### src/rtl/exe_stage.sv
// Execute stage: decode/memory handshake, ALU drive, divider drain on flush.
// Optional result bypass to decode enabled by ES_RESULT_BYPASS_EN.
module exe_stage #(
  parameter int ALU_OP_W = 19
) (
  input  logic                clk,
  input  logic                reset,
  input  logic                ds_to_es_valid,
  output logic                es_allowin,
  input  logic [ALU_OP_W-1:0] ds_alu_op,
  input  logic [31:0]         ds_src1,
  input  logic [31:0]         ds_src2,
  input  logic [4:0]          ds_dest,
  input  logic [31:0]         ds_pc,
  output logic [ALU_OP_W-1:0] es_alu_op,
  output logic [31:0]         es_alu_src1,
  output logic [31:0]         es_alu_src2,
  input  logic [31:0]         alu_result,
  input  logic                alu_ready,
  output logic                es_to_ms_valid,
  input  logic                ms_allowin,
  output logic [31:0]         es_result,
  output logic [4:0]          es_dest,
  output logic [31:0]         es_pc,
  input  logic                wb_ex,
  input  logic                wb_ertn_flush,
  input  logic                wb_need_refetch,
  output logic                es_fwd_valid,
  output logic [4:0]          es_fwd_dest,
  output logic [31:0]         es_fwd_data
);

  typedef enum logic [1:0] {
    IDLE,
    BUSY,
    DONE,
    DRAIN
  } state_t;

  state_t              state;
  logic [ALU_OP_W-1:0] op_r;
  logic [31:0]         src1_r;
  logic [31:0]         src2_r;
  logic [31:0]         pc_r;
  logic [31:0]         res_r;
  logic [4:0]          dest_r;

  logic flush;
  logic accept;
  logic udiv;
  logic st_idle;
  logic st_busy;
  logic st_done;
  logic st_drain;

  assign st_idle  = (state == IDLE);
  assign st_busy  = (state == BUSY);
  assign st_done  = (state == DONE);
  assign st_drain = (state == DRAIN);

  assign flush = wb_ex | wb_ertn_flush | wb_need_refetch;
  assign udiv  = op_r[15] | op_r[16];

  assign es_allowin = st_idle
                    | (st_busy & alu_ready & ms_allowin)
                    | (st_done & ms_allowin);

  assign accept = ds_to_es_valid & es_allowin & ~flush;

  always_ff @(posedge clk) begin
    if (reset) begin
      state  <= IDLE;
      op_r   <= '0;
      src1_r <= '0;
      src2_r <= '0;
      dest_r <= '0;
      pc_r   <= '0;
      res_r  <= '0;
    end else begin
      unique case (state)
        IDLE: begin
          if (accept) state <= BUSY;
        end
        BUSY: begin
          // An unsigned divider cannot be aborted; wait out its ready pulse.
          if (flush) begin
            state <= (udiv && !alu_ready) ? DRAIN : IDLE;
          end else if (alu_ready && !ms_allowin) begin
            state <= DONE;
            res_r <= alu_result;
          end else if (alu_ready) begin
            state <= accept ? BUSY : IDLE;
          end
        end
        DONE: begin
          if (flush) state <= IDLE;
          else if (ms_allowin) state <= accept ? BUSY : IDLE;
        end
        DRAIN: begin
          if (alu_ready) state <= IDLE;
        end
        default: state <= IDLE;
      endcase
      if (accept) begin
        op_r   <= ds_alu_op;
        src1_r <= ds_src1;
        src2_r <= ds_src2;
        dest_r <= ds_dest;
        pc_r   <= ds_pc;
      end
    end
  end

  assign es_alu_op   = (st_busy | st_drain) ? op_r : '0;
  assign es_alu_src1 = src1_r;
  assign es_alu_src2 = src2_r;

  assign es_to_ms_valid = ((st_busy & alu_ready) | st_done) & ~flush;

  assign es_result = st_busy ? alu_result : res_r;
  assign es_dest   = dest_r;
  assign es_pc     = pc_r;

`ifdef ES_RESULT_BYPASS_EN
  assign es_fwd_valid = es_to_ms_valid & (es_dest != 5'd0);
  assign es_fwd_dest  = es_dest;
  assign es_fwd_data  = es_result;
`else
  assign es_fwd_valid = 1'b0;
  assign es_fwd_dest  = 5'd0;
  assign es_fwd_data  = 32'd0;
`endif

endmodule

### config.mk
export PLATFORM = sky130hd
export DESIGN_NAME = exe_stage
export DESIGN_NICKNAME = d
export VERILOG_FILES = /design/src/rtl/exe_stage.sv
export SDC_FILE = /design/constraint.sdc
export NUM_CORES = 1
export LEC_CHECK = 0
export BUFFER_PORTS_ARGS = -buffer_cell sky130_fd_sc_hd__buf_2
export CORE_ASPECT_RATIO = 0.5
export CORE_MARGIN = 2
export CORE_UTILIZATION = 40
export CTS_CLUSTER_SIZE = 40
export DETAILED_ROUTE_END_ITERATION = 16
export PLACE_DENSITY = 0.83
export SLEW_MARGIN = 20
export SYNTH_ARGS = -nofsm -noshare
export SYNTH_HDL_FRONTEND = slang
export SYNTH_SLANG_ARGS = --single-unit
### constraint.sdc
create_clock -name clk -period 1.6 [get_ports clk]
set_input_delay 0 -clock clk [delete_from_list [all_inputs] [get_ports clk]]
set_output_delay 0 -clock clk [all_outputs]
set_load 0.01 [all_outputs]
==> results.py <==
metrics = {
    "run_status": {
        "outcome": "finished with violations",
        "violations": "negative setup slack",
    },
    "yosys": {
        "async_flop_share_pct": 0,
        "synth_cell_types": 29,
        "synth-compound-area-share_pct": 3.47,
        "synth-adder-area-share_pct": 0,
        "syn-instance-count": 649,
        "avgSynthCellArea_um2": 9.82,
        "synth_xor_area_share_pct": 0,
        "synthSimpleGateAreaFrac_pct": 14.5,
        "synth_flop_cell": "dfxtp_1",
        "ys_ff_latch": 154,
        "synth_area_mm2": 0.00638,
        "synth_edf_count": 0,
        "synthMuxAreaShare_pct": 24.5,
        "synth_top_family_by_area": "multiplexers",
        "yosysWarningCount": 0,
        "ys_seq_area_share_pct": 48.4,
    },
    "clock_network": {
        "clk_pin_slew_ns": 0.07,
        "cts_buffer_depth": 2,
        "cts_tree": "built",
        "cts_htree_levels": 4,
        "clock_sinks": 154,
        "cts_buffers": 17,
        "root_buffer": "clkbuf_16",
        "clock_latency_ns": 0.41,
    },
    "sta": {
        "hold_viol_final": 0,
        "setup_tns_ns": -25.65,
        "setup_viol": 153,
        "grt_setup_unrepaired": "true",
        "drv_slew": 0,
        "finalCriticalPeriod_ns": 1.87,
        "clock-skew-final_ns": 0.00834,
        "fmax_mhz": 534,
        "period_share_pct": 117,
        "holdWs_ns": 0.0558,
        "timing.final.ws_setup_ns": -0.273,
    },
    "drt": {
        "route.detailed.drc": 0,
        "wl_per_cell_um": 17.6,
        "vias": 6599,
        "postRouteAntennaNets": 0,
        "drt_pass1_iterations": 4,
        "avgViaCountPerCell": 4.86,
        "routed_wl_um": 23900,
        "initialDrtViolationCount": 257,
    },
    "placed_design": {
        "place_hpwl_um": 12800,
        "portBuffers": 313,
        "pre_cts_ws_ns": -0.0711,
        "place.gp.congestion": 0.791,
    },
    "min_path": {
        "whs_path_depth": 4,
        "hp-class": "in -> reg",
        "hold_start": "wb_need_refetch",
        "holdPathEnd": "state[0]",
    },
    "worst_setup_path": {
        "crit_chain": "buf_6 -> or2_4 -> a31oi_4 -> buf_6 -> buf_12 -> buf_16 -> mux2i_4 -> nor2_1",
        "rr_startpoint": "state[0]",
        "slowest_delay_ns": 0.36,
        "timing.critical_path.from": "state[0]",
        "critPathMaxFanout": 8,
        "crit_top_cell": "buf_6",
        "reg2reg_to": "op_r[18]",
        "startpoint_type": "flop",
        "cp.arrival_ns": 2.16,
        "rr_worst_depth": 8,
        "ff2ff_setup_slack_ns": -0.27,
        "crit_slowest_cell": "dfxtp_4",
        "cp-end-kind": "flop",
        "worstSetupPathType": "reg -> reg",
        "cp_data_required_time_ns": 1.89,
    },
    "finish": {
        "multiInputGateArea_mm2": 0.00309,
        "drive_above_1_share_pct": 39.2,
        "final_nets": 1301,
        "seq_area_mm2": 0.00309,
        "area_delta_synth_final_pct": 75.8,
        "final_util_pct": 72.3,
        "diodes": 0,
        "fillCellCount": 955,
    },
    "floorplan": {
        "die_y_um": 93.3,
        "num_rows": 32,
        "dieArea_mm2": 0.0170,
        "die_w_um": 183,
        "start_util_pct": 41.1,
        "io_pins": 352,
        "core_area_mm2": 0.0155,
    },
    "grt": {
        "antenna_found_initial": 0,
        "groute.usage.overall_pct": 26.5,
        "grt_pass1_wl_um": 35100,
        "overflow": 0,
        "grt_pass1_vias": 6984,
        "grt_max_degree": 69,
    },
    "pwr": {
        "power.density_mw_per_mm2": 897,
        "p_leak_nw": 5.00,
        "ir_drop_mv": 0.671,
    },
    "job": {
        "cap_violations": 0,
    },
}
-- where the power goes --
part / leakage (nW) / internal (W) / switching (W)
sequential: 1.25 / 0.00392 / 0.0000522
clock: 0.285 / 0.00243 / 0.00177
combinational: 3.47 / 0.00110 / 0.000792
-- worst max-delay path: cells and delay by family, from the launching register on --
kind | cells | cell delay (ns)
DFF | 1 | 0.36
buffers and inverters | 4 | 0.59
and+or+nand+nor | 2 | 0.31
muxes | 1 | 0.25
AOI/OAI and AO/OA | 1 | 0.24
-- flip-flops by register name, indices dropped and copies added, names as in the netlist --
name,count
es_alu_src1,32
es_alu_src2,32
es_dest,5
es_pc,32
op_r,19
res_r,32
state,2
-- cell usage in the layout, fill, tap and decap left out, drive strengths merged, types with 4 or more instances in the layout --
| cell type | count |
|---|---|
| buf | 361 |
| dfxtp | 154 |
| dlygate4sd3 | 153 |
| nor2 | 121 |
| mux2i | 120 |
| nand2 | 64 |
| conb | 38 |
| a21oi | 34 |
| mux2 | 32 |
| clkbuf | 22 |
| and2 | 19 |
| inv | 7 |
| clkinvlp | 5 |
| nand2b | 4 |
| nor3 | 4 |
-- worst max path at each step --
stage                           end  depth (start not counted)  slack [ns]
detailed placement   es_alu_src1[1]                          6       -0.07
finish                     op_r[18]                          8       -0.27
floorplan           es_alu_src1[31]                          6        0.02
CTS                   es_result[10]                          6       -0.19
global placement            op_r[4]                          7       -0.03
global route               op_r[18]                          8       -0.31
-- repair_timing --
| action | in CTS | in global routing |
|---|---|---|
| gates cloned | 8 | 3 |
| setup endpoints to repair | 145 | 173 |
| endpoints found under the hold margin | 152 | 0 |
| pin swaps | 1 | 13 |
| resized for setup | 66 | 56 |
| buffers inserted | 10 | 3 |
| hold buffers | 153 | 0 |
-- cells by family (layout without fill, tap and decap cells) --
| family | after synthesis | after routing |
|---|---|---|
| AND/OR/NAND/NOR | 220 | 220 |
| multiplexers | 152 | 152 |
| buffers and inverters | 83 | 551 |
| flip-flops | 154 | 154 |
| other | 1 | 38 |
| AO/OA/AOI/OAI | 39 | 39 |
-- routing by layer --
metal,vias up,routed length (um),part of all wire [%],global-route usage (%)
met5,-,0,0,0
li1,3061,-,-,-
met4,0,1160,4.8,14.9
met1,3150,8970,37,27.0
met2,290,12700,53,50.4
met3,98,1120,4.7,6.39
-- stage by stage --
step | area (um2) | total power, W | instances
after floorplan | 6520 | 0.00470 | 686
after global placement | 8150 | 0.00512 | 1150
after detailed placement | 8150 | 0.00515 | 1150
after CTS | 10900 | 0.00990 | 1353
after global routing | 11200 | 0.0104 | 1358
final | 11200 | 0.0101 | 1358
-- layout make-up --
class	count	area share (%)
clock buffers	19	4.04
repair buffers	518	37.1
flip-flops and latches	154	27.5
well taps	204	2.28
multi-input cells	449	27.5
inverters	1	0.0335
clock inverters	13	1.41
-- cells in the mapped netlist, drive strengths merged, types with 2 or more instances --
library cell | number | area, um2
mux2i | 120 | 1200
or3 | 2 | 12.5
buf | 56 | 483
nand2 | 64 | 240
and2 | 19 | 119
nor3 | 4 | 25.0
nand2b | 4 | 25.0
a21oi | 34 | 170
clkbuf | 26 | 97.6
mux2 | 32 | 360
dfxtp | 154 | 3080
nand3b | 2 | 15.0
nor2 | 121 | 454
(Power assumes the default switching activity.)
